$ cat src/rtl/seg_disp_pkg.sv
// Shared types and constants for the seven-segment display write arbiter.
package seg_disp_pkg;

  typedef enum logic [1:0] {
    IDLE  = 2'd0,
    GRANT = 2'd1,
    HOLD  = 2'd2
  } state_t;

  localparam int NUM_REQ        = 2;
  localparam int DEFAULT_DATA_W = 32;

  // Counter width for a hold of the given length; never narrower than one bit.
  function automatic int hold_cnt_w(input int cycles);
    int w;
    w = $clog2(cycles + 1);
    return (w < 1) ? 1 : w;
  endfunction

endpackage

$ cat src/rtl/seg_disp_hold_timer.sv
// Down-counter that measures how long the current owner keeps the display.
module seg_disp_hold_timer
  import seg_disp_pkg::*;
#(
  parameter int HOLD_CYCLES = 1_000_000
) (
  input  logic clk,
  input  logic rst,
  input  logic load,
  input  logic en,
  output logic done
);

  localparam int CW       = hold_cnt_w(HOLD_CYCLES);
  localparam int LOAD_VAL = (HOLD_CYCLES > 0) ? HOLD_CYCLES - 1 : 0;

  logic [CW-1:0] cnt;

  // Saturates at zero so a stray enable can never wrap the count.
  always_ff @(posedge clk or posedge rst) begin
    if (rst) begin
      cnt <= '0;
    end else if (load) begin
      cnt <= CW'(LOAD_VAL);
    end else if (en && (cnt != '0)) begin
      cnt <= cnt - CW'(1);
    end
  end

  assign done = (cnt == '0);

endmodule

$ cat src/rtl/seg_disp_arbiter.sv
// Round-robin arbiter giving two requesters turns at driving the display.
// Define SEG_DISP_ARB_HOLD_EN to compile in the minimum ownership hold.
module seg_disp_arbiter
  import seg_disp_pkg::*;
#(
  parameter int HOLD_CYCLES = 1_000_000,
  parameter int DATA_W      = DEFAULT_DATA_W
) (
  input  logic               clk,
  input  logic               rst,
  input  logic [NUM_REQ-1:0] req,
  input  logic [DATA_W-1:0]  data0,
  input  logic [DATA_W-1:0]  data1,
  output logic [NUM_REQ-1:0] ack,
  output logic [DATA_W-1:0]  disp_data,
  output logic               disp_we,
  output logic               busy,
  output logic               owner
);

`ifdef SEG_DISP_ARB_HOLD_EN
  localparam bit HOLD_ACTIVE = (HOLD_CYCLES > 0);
`else
  localparam bit HOLD_ACTIVE = 1'b0 && (HOLD_CYCLES > 0);
`endif

  state_t state;
  logic   last_grant;
  logic   winner;
  logic   hold_done;

  // On a tie the requester that did not win last time goes next.
  assign winner = (req == 2'b11) ? ~last_grant : req[1];

`ifdef SEG_DISP_ARB_HOLD_EN
  seg_disp_hold_timer #(
    .HOLD_CYCLES(HOLD_CYCLES)
  ) u_hold_timer (
    .clk (clk),
    .rst (rst),
    .load(state == GRANT),
    .en  (state == HOLD),
    .done(hold_done)
  );
`else
  assign hold_done = 1'b1;
`endif

  always_ff @(posedge clk or posedge rst) begin
    if (rst) begin
      state      <= IDLE;
      ack        <= '0;
      disp_we    <= 1'b0;
      disp_data  <= '0;
      owner      <= 1'b0;
      busy       <= 1'b0;
      last_grant <= 1'b1;
    end else begin
      ack     <= '0;
      disp_we <= 1'b0;
      case (state)
        IDLE: begin
          if (|req) begin
            state      <= GRANT;
            busy       <= 1'b1;
            ack        <= winner ? 2'b10 : 2'b01;
            disp_we    <= 1'b1;
            disp_data  <= winner ? data1 : data0;
            owner      <= winner;
            last_grant <= winner;
          end
        end
        GRANT: begin
          if (HOLD_ACTIVE) begin
            state <= HOLD;
            busy  <= 1'b1;
          end else begin
            state <= IDLE;
            busy  <= 1'b0;
          end
        end
        HOLD: begin
          if (hold_done) begin
            state <= IDLE;
            busy  <= 1'b0;
          end
        end
        default: begin
          state <= IDLE;
          busy  <= 1'b0;
        end
      endcase
    end
  end

endmodule

$ cat config.mk
export PLATFORM = sky130hd
export DESIGN_NAME = seg_disp_arbiter
export DESIGN_NICKNAME = d
export VERILOG_FILES = /design/src/rtl/seg_disp_pkg.sv /design/src/rtl/seg_disp_hold_timer.sv /design/src/rtl/seg_disp_arbiter.sv
export SDC_FILE = /design/constraint.sdc
export NUM_CORES = 1
export LEC_CHECK = 0
export ABC_AREA = 0
export CAP_MARGIN = 20
export CORE_ASPECT_RATIO = 1.2
export CORE_UTILIZATION = 37
export DETAILED_ROUTE_END_ITERATION = 8
export GPL_TIMING_DRIVEN = 0
export PLACE_DENSITY = 0.91
export SLEW_MARGIN = 20
export SYNTH_ARGS = -nofsm -noshare
export SYNTH_HDL_FRONTEND = slang
export SYNTH_SLANG_ARGS = --single-unit
$ cat constraint.sdc
create_clock -name clk -period 1.75 [get_ports clk]
set_input_delay 0.525 -clock clk [delete_from_list [all_inputs] [get_ports clk]]
set_output_delay 0.525 -clock clk [all_outputs]
set_load 0.03 [all_outputs]
==> summary.md, run 1 <==
| Metric | Value |
|---|---|
| WL met2 | `2550 um` |
| Worst endpoint data arrival time | `1.84 ns` |
| Final WL | `4970 um` |
| Worst slew margin | `0.783` |
| Dpl ws | `-0.317 ns` |
| Hold-fix buffers, CTS | `0` |
| Avg WL per Cell | `13.7 um` |
| Clock transition at path regs | `0.08 ns` |
| Area Overhead vs Synth | `68.5%` |
| Multi-input gate area | `672 sq um` |
| Crit-path cells | `clkdlybuf4s50_1, o21bai_4, inv_2, buf_2, nor2_1, a21oi_2` |
| Status | `finished, final reports clean` |
| Root Driver | `clkbuf_8` |
| Max-cap violations | `0` |
| Post-synthesis adder-cell area fraction | `0` |
| Reg-to-reg critical path endpoint | `disp_data[24]` |
| Critical path's slowest cell | `clkdlybuf4s50_1` |
| Vias in the first global route | `1775` |
| WS Path Type | `input pin to flop` |
| Final Non-Filler Cells | `363` |
| Via-per-instance ratio | `4.92` |
| Starting Density | `0.385` |
| Worst Path Max Fanout | `10` |
| Post-route ant nets | `0` |
| Final Hold Viols | `0` |
| Inst Count DP | `354` |
| Power Dens Cells | `1070 nW/um^2` |
| I/O Buffers | `104` |
| Clk buf depth | `2` |
| Top sig layer | `met4` |
| CP peak stage delay | `0.54 ns` |
| Ant. Diodes | `0` |
| H-tree depth | `2` |
| Yosys reg bits | `38` |
| Finished Core Util | `0.649` |
| Total CTS buffers | `5` |
| TritonCTS clock tree | `yes` |
| Compound-Gate Fraction of Synth Area | `0.241` |
| Largest family of logic cells by synthesized area | `compound AO/OA/AOI/OAI gates` |
| Clock Skew | `0.00719 ns` |
| Initial drt markers | `133` |
| GR Overflow Total | `0` |
| Register area | `952 sq um` |
| Worst Setup EP | `disp_data[24]` |
| Max-slew violations | `0` |
| Hpwl dp | `3740 um` |
| Mapped Nets | `259` |
| Die area | `5030 sq um` |
| Worst Path Required | `1.92 ns` |
| Final setup margin | `0.0797 ns` |
| Yosys warnings | `0` |
| Final Critical Period | `1.67 ns` |
| Final Total Pwr | `3180 uW` |
| Drt pass-1 iters | `4` |
| Fmax | `599 MHz` |
| Reg-to-reg slack, setup | `0.46 ns` |
| Number of fill cells in the layout | `400` |
| Layout Nets | `372` |
| Largest net degree at the start of global routing | `28` |
| Row count | `27` |
| Core Footprint | `4560 sq um` |
| Reg2reg path depth | `4` |
| Syn_area_per_cell | `9.20 sq um` |
| Clk Latency, worst-skew pair | `0.29 ns` |
| Die H | `77.5 um` |
| IO Count | `105` |
| Worst min-delay path category | `input pin to asynchronous set/reset pin` |
| Gr usage total | `0.211` |
| Slew @ Worst Pin | `0.327 ns` |
| Clock Sinks | `38` |
| Worst r2r src | `last_grant` |
| Die Wd | `64.9 um` |
| Initial antenna violation count | `0` |
| Unrepaired setup endpoints after global routing | `no` |
| Total negative slack | `0 ns` |
| Worst setup SP type | `input pin` |
| Syn Std Cell Area | `1760 sq um` |
| Critical path endpoint category | `flop` |
| Distinct cells, synth | `17` |
| Final period util | `0.954` |
| Share of cells above drive strength 1 | `0.125` |
| Cells after Synth | `191` |
| XOR/XNOR Fraction of Synth Area | `0` |
| Multiplexer area fraction after synthesis | `0` |
| Met1 Routed Length | `1940 um` |
| First-pass GRT wire length | `8050 um` |
| Post-synthesis simple-gate area fraction | `0.141` |
| Crit path from | `req[0]` |
| DRC | `0` |
| Max VDD drop | `0.567 mV` |
| Setup violators final | `0` |
| Metal3 WL | `394 um` |
| Pleak | `0.00133 uW` |
| Routability Congestion | `0.731` |
| Sequential share of the synthesized area | `0.542` |
| Vias | `1785` |
## kinds of logic after synthesis
family | Yosys count
AOI/OAI and AO/OA | 70
and+or+nand+nor | 66
DFF | 38
buffers and inverters | 17
## per-stage QoR
| step | hold slack, ns | area, sq um |
|---|---|---|
| 6_report | 0.492 | 2960 |
| 5_1_grt | 0.498 | 2960 |
| 4_1_cts | 0.481 | 2960 |
| 3_5_place_dp | 0.474 | 2890 |
| 3_3_place_gp | 0.468 | 2870 |
| 2_1_floorplan | 0.528 | 1760 |
## report_power, final
part           switching [uW]  total [uW]  internal (uW)  leakage [uW]
sequential               97.3        1170           1070      0.000432
combinational             772        1290            513      0.000836
clock                     308         728            420     0.0000579
## registers in the layout (all words and copies together) (netlist names)
register and cells:
disp_we 1, disp_data 32, owner 1, state 1, ack 2, last_grant 1
## repair_timing
action                     in CTS  in global routing
setup endpoints to repair      39                  1
setup buffers                   1                  0
gates resized for setup        37                  0
cloned                          0                  0
hold endpoints to repair        0                  0
pin swaps                       1                  1
## final cells by class
class / count / area share
clock buffers: 5 / 0.0232
inverters: 4 / 0.00507
repair buffers: 106 / 0.345
multi-input cells: 136 / 0.227
clock inverters: 3 / 0.0135
flip-flops and latches: 38 / 0.322
well taps: 58 / 0.0245
plain buffers: 13 / 0.0401
## layout by cell type (no fill, tap or decap)
cell,synthesis,final
buf_4,2,3
clkbuf_8,0,5
clkbuf_4,2,2
buf_2,2,2
inv_2,1,2
dfstp_2,1,1
a31oi_1,1,1
a21bo_1,1,1
o21bai_4,1,1
a21oi_2,10,10
bufinv_16,0,1
clkinv_2,0,2
a21o_1,1,1
nor2_1,34,34
a21boi_4,1,1
inv_1,3,2
nand2_1,32,32
clkdlybuf4s50_1,0,67
buf_12,0,1
dlygate4sd2_1,0,37
dfrtp_1,37,37
buf_6,7,7
a21oi_1,55,55
## metal layers
metal | vias up | GRT usage
met4 | 0 | 0.0844
met2 | 77 | 0.360
met1 | 843 | 0.236
met5 | - | 0
met3 | 8 | 0.0721
li1 | 857 | -
## worst max-delay path: cells and delay by family
kind,cells,cell delay [ns]
simple gates,1,0.17
compound gates,2,0.30
buf+inv,3,0.83
## synthesized netlist by cell type
library cell	number	share of area
a21oi_1	55	0.16
dfrtp_1	37	0.53
nor2_1	34	0.073
nand2_1	32	0.068
a21oi_2	10	0.050
buf_6	7	0.045
inv_1	3	0.0064
buf_2	2	0.0057
buf_4	2	0.0085
clkbuf_4	2	0.0085
a21bo_1	1	0.0057
a21boi_4	1	0.011
a21o_1	1	0.0043
a31oi_1	1	0.0036
dfstp_2	1	0.015
inv_2	1	0.0021
o21bai_4	1	0.011
## worst min-delay path by stage
stage,startpoint,slack (ns),end,depth (start not counted)
3_3_place_gp,owner,0.47,owner,1
5_1_grt,rst,0.50,disp_data[16],2
2_1_floorplan,last_grant,0.53,last_grant,2
3_5_place_dp,owner,0.47,owner,1
4_1_cts,rst,0.48,disp_data[16],2
6_report,rst,0.49,disp_data[16],2
(Power assumes the default switching activity.)
==> run 2: changes to the inputs <==
ABC_AREA = not set   (was 0)
==> results of run 2 <==
The final DEF is identical to that of run 1; final timing and power are the same.
==> variant 1: new RTL, config.mk and constraints of run 2 <==
The 3 states of `state_t` get a one-hot encoding in 3 bits.
--- a/src/rtl/seg_disp_pkg.sv
+++ b/src/rtl/seg_disp_pkg.sv
@@ -1,10 +1,10 @@
 // Shared types and constants for the seven-segment display write arbiter.
 package seg_disp_pkg;
 
-  typedef enum logic [1:0] {
-    IDLE  = 2'd0,
-    GRANT = 2'd1,
-    HOLD  = 2'd2
+  typedef enum logic [2:0] {
+    IDLE  = 3'b001,
+    GRANT = 3'b010,
+    HOLD  = 3'b100
   } state_t;
 
   localparam int NUM_REQ        = 2;
Behaviour: no difference found for any inputs over 10 cycles, from zero or initial values and one cycle with rst high; not proved beyond that.
==> variant 1 against run 2 <==
  * Synthesized area rose by 17%
  * Worst setup slack worse by 0.018 ns
  * Clock skew fell by 0.0029 ns
  * Sequential cell count grew 1
  * Design area rose by 11%
  * Wire length decreased by 7.3%
  * Largest cell class unchanged
Power is not compared: it rests on default switching activity, and its combinational part moved more than twofold at a synthesized area within 25%.
==> variant 1: results (changes against run 2) <==
[logic_synthesis]
synth_commonest_cells = mux2_4 (56), dfrtp_1 (37), mux2_2 (8)
ys_top_cells_by_area = dfrtp_1 (45%), mux2_4 (41%), mux2_2 (4.4%), dfstp_2 (2.6%), buf_8 (1.5%)
avgSynthCellArea_sq_um = 16.89  ; +84%
synth.distinct_cells = 17  ; unchanged
yosys.area.top_type_share = 0.4493  ; -0.07739
syn_nets = 190  ; -27%
ys_seq_area_frac = 0.4748  ; -0.06683

[layout]
drive_gt1_frac = 0.3590  ; +0.2344
fin_nets = 302  ; -19%
reg_top3 = disp_data (32), ack (2), state (2)

[setup_path]
crit_path_start = req[1]
reg2reg_from = state[0]
arrival_ns = 1.86  ; +0.02 ns
cp_slowest_cell = mux2_4
slowest_delay_ns = 0.30  ; -0.24 ns
r2r_setup_slack_ns = 0.09  ; -0.37 ns
cp-endpoint = disp_data[16]
r2r_cells = 5  ; +1

[placed_design]
dp_slack_ns = -0.5130  ; -0.1960 ns
gp_congestion = 0.7119  ; -2.6%
dp_hpwl_microns = 3500  ; -6.4%
placed_cell_area_sq_um = 3199  ; +11%
dp.cells = 289  ; -18%
io_buffers = 104  ; unchanged

[pwr]
powerComb_mw = 3.12
p_seq_mw = 1.62

[clock_tree]
cts_buffer_depth = 2  ; unchanged
numCtsBuffers = 5  ; unchanged
postCtsSetupBuffers = 0  ; -1
htreeDepth = 2  ; unchanged

[global_routing]
first_global_vias = 1598  ; -10%
track_usage = 0.1709  ; -0.04019
use_met2 = 0.3068  ; -0.05360
gr-usage-met3 = 0.03623  ; -0.03583
grt_max_degree = 27  ; -3.6%
gr-usage-met1 = 0.1929  ; -0.04342
grt_pass1_wl_microns = 7783  ; -3.3%

[routing]
wl_met3_microns = 308  ; -22%
post_drt_wl_per_cell_microns = 15.55  ; +14%
wl_met1_microns = 1826  ; -5.8%
highest_layer = met4
wl_microns = 4602  ; -7.3%
viasPerCell = 4.753  ; -3.3%
dr.pass1.iters = 4  ; unchanged
met2_length_microns = 2388  ; -6.4%
drt_iter0_drc = 36  ; -73%

[hold_path]
hp-class = flop to flop
worstHoldStart = owner

[timing]
fin_hold_ws_ns = 0.4912  ; -0.001218 ns
tightest_slew_ns = 0.3356  ; +0.008419 ns
fin_skew_ns = 0.004277  ; -0.002909 ns
timing.final.crit_share = 0.9648  ; +0.01040

[status]
status = finished, final reports clean

-- variant 1: cell types whose count changed in the layout (fill, tap and decap cells not counted), sizes merged, moves of 4 or more --
cell	run 2	this run
buf	13	9
a21oi	65	1
nor2	34	0
nand2	32	0
mux2	0	64
-- variant 1: what timing repair did --
| action | in CTS | in global routing |
|---|---|---|
| gates resized for setup | 47 | 1 |
| endpoints found under the setup margin | 69 | 27 |
| cloned | 0 | 0 |
-- variant 1: cell type report --
class	instances	area, sq um
clock buffer	6	82.58
clock inverter	1	5.005
sequential	39	978.4
tap	62	77.57
inverter	2	7.507
fill	423	2061
multi-input combinational	73	997.2
timing repair buffer	105	1012
buffer	8	112.6
-- variant 1: logic make-up (layout without fill, tap and decap cells) --
kind of cell | Yosys count | in the layout | share of synthesized area
buffers and inverters | 10 | 122 | 0.04250
multiplexers | 64 | 64 | 0.4517
AO/OA/AOI/OAI | 6 | 6 | 0.02125
flip-flops | 39 | 39 | 0.4748
AND/OR/NAND/NOR | 3 | 3 | 0.009720
==> variant 2: new RTL, settings of run 2 <==
Without the edit above. `DEFAULT_DATA_W`: 32 -> 36.
--- a/src/rtl/seg_disp_pkg.sv
+++ b/src/rtl/seg_disp_pkg.sv
@@ -8,7 +8,7 @@
   } state_t;
 
   localparam int NUM_REQ        = 2;
-  localparam int DEFAULT_DATA_W = 32;
+  localparam int DEFAULT_DATA_W = 36;
 
   // Counter width for a hold of the given length; never narrower than one bit.
   function automatic int hold_cnt_w(input int cycles);
Ports: changed (resized data0, data1 and disp_data); port bits go from 105 to 117. No check against the original RTL was run, so the function may have changed too.
==> variant 2 against run 2 <==
  * Total power rose by 7.1%
  * Synthesized cell count is 11% higher
  * Maximum frequency increased by 0.97%
  * Design area increased by 8.4%
  * Combinational power increased by 8%
  * Clock power up 0.7%
  * Synthesized area increased by 6.1%
  * First-iteration DRC count decreased by 52%
  * Sequential cell count is 4 higher
  * Worst setup slack improved by 0.016 ns
  * Clock skew up 0.00090 ns
  * Wire length is 11% higher
  * Critical path depth shrank 1
  * Critical path type unchanged
==> variant 2: results (changes against run 2) <==
[status]
status = finished, final reports clean

[placed_design]
io_buffers = 116  ; +12%
gp_congestion = 0.7630  ; +4.4%
dp.cells = 387  ; +9.3%
dp_hpwl_microns = 4149  ; +11%

[clock_tree]
cts_resized = 41  ; +11%
postCtsSetupBuffers = 0  ; -1

[logic_synthesis]
syn_nets = 288  ; +11%
synth.distinct_cells = 16  ; -1
netlist_instances = 212  ; +11%
async_reset_ff_frac = 1.000  ; unchanged
synth_xor_area_frac = 0  ; unchanged
synth_commonest_cells = a21oi_1 (73), dfrtp_1 (41), nor2_1 (38)
ys_seq_area_frac = 0.5641  ; +0.02241
synth-compound-area-share = 0.2247  ; -0.01660
ys_ff_latch = 42  ; +11%
ys_top_cells_by_area = dfrtp_1 (55%), a21oi_1 (20%), nor2_1 (7.6%), nand2_1 (7.2%), buf_4 (2.4%)

[routing]
dr.pass1.iters = 5  ; +1
drt_iter0_drc = 64  ; -52%
viasPerCell = 4.950  ; +0.66%
wl_microns = 5487  ; +11%

[timing]
fin_skew_ns = 0.008082  ; +0.0008965 ns
tightest_slew_ns = 0.4773  ; +0.1501 ns

[layout]
clock_buffers = 7  ; +2
multi_input_comb_area_sq_um = 704.4  ; +4.8%
reg_top3 = disp_data (36), ack (2)
final_cells = 397  ; +9.4%
multi_input_cells = 152  ; +12%
nFillCells = 403  ; +0.75%
seqCellArea_sq_um = 1052  ; +11%
drive_gt1_frac = 0.08555  ; -0.03904
n_all_buffers = 133  ; +12%
bufAreaShareNonClock = 0.3922  ; +0.006906
clock_area_frac = 0.03314  ; -0.003617
antenna_cells = 0  ; unchanged
fin_nets = 414  ; +11%

[setup_path]
arrival_ns = 1.85
slowest_delay_ns = 0.57  ; +0.03 ns
worstPathMaxFanout = 6  ; -4

[pwr]
p_clk_frac = 0.215  ; -0.014
p_int_mw = 2.158  ; +7.7%
p_leak_nw = 1.455  ; +9.7%
peakVddDrop_mv = 0.6380  ; +12%
powerComb_mw = 1.39  ; +8%

[global_routing]
grt_max_degree = 23  ; -18%
first_global_vias = 1993  ; +12%
track_usage = 0.2200  ; +0.008895
grt_pass1_wl_microns = 8845  ; +9.9%

[variant 2: layer usage]
layer  vias to the layer above  share of wire  GRT usage
li1                        953              -          -
met1                       935           0.40     0.2470
met2                        69           0.53     0.3980
met3                         8          0.058    0.05429
met4                         0          0.020    0.07021
met5                         -              0          0
[variant 2: path summary, 6_finish.rpt]
check	to	cells past startpoint	slack, ns	start
min in group asynchronous	disp_data[2]	2	0.58	rst
hold / removal	owner	1	0.50	owner
setup / recovery	disp_data[35]	5	0.1	req[1]
max in group asynchronous	disp_data[33]	3	0.71	rst
hold reg to reg	owner	1	0.50	owner
setup reg to reg	disp_data[9]	5	0.41	last_grant
[variant 2: per-stage QoR]
step	area, sq um	utilization	total power, mW	setup slack [ns]	setup TNS (ns)
after detailed placement	3127	0.6611	2.845	-0.2888	-8.624
final	3209	0.6786	3.406	0.09580	0
after global routing	3209	0.6786	3.613	0.01660	0
after CTS	3182	0.6728	3.430	0.001750	0
after floorplan	1866	-	2.128	0.2523	0
after global placement	3099	0.6553	2.804	-0.6046	-32.66
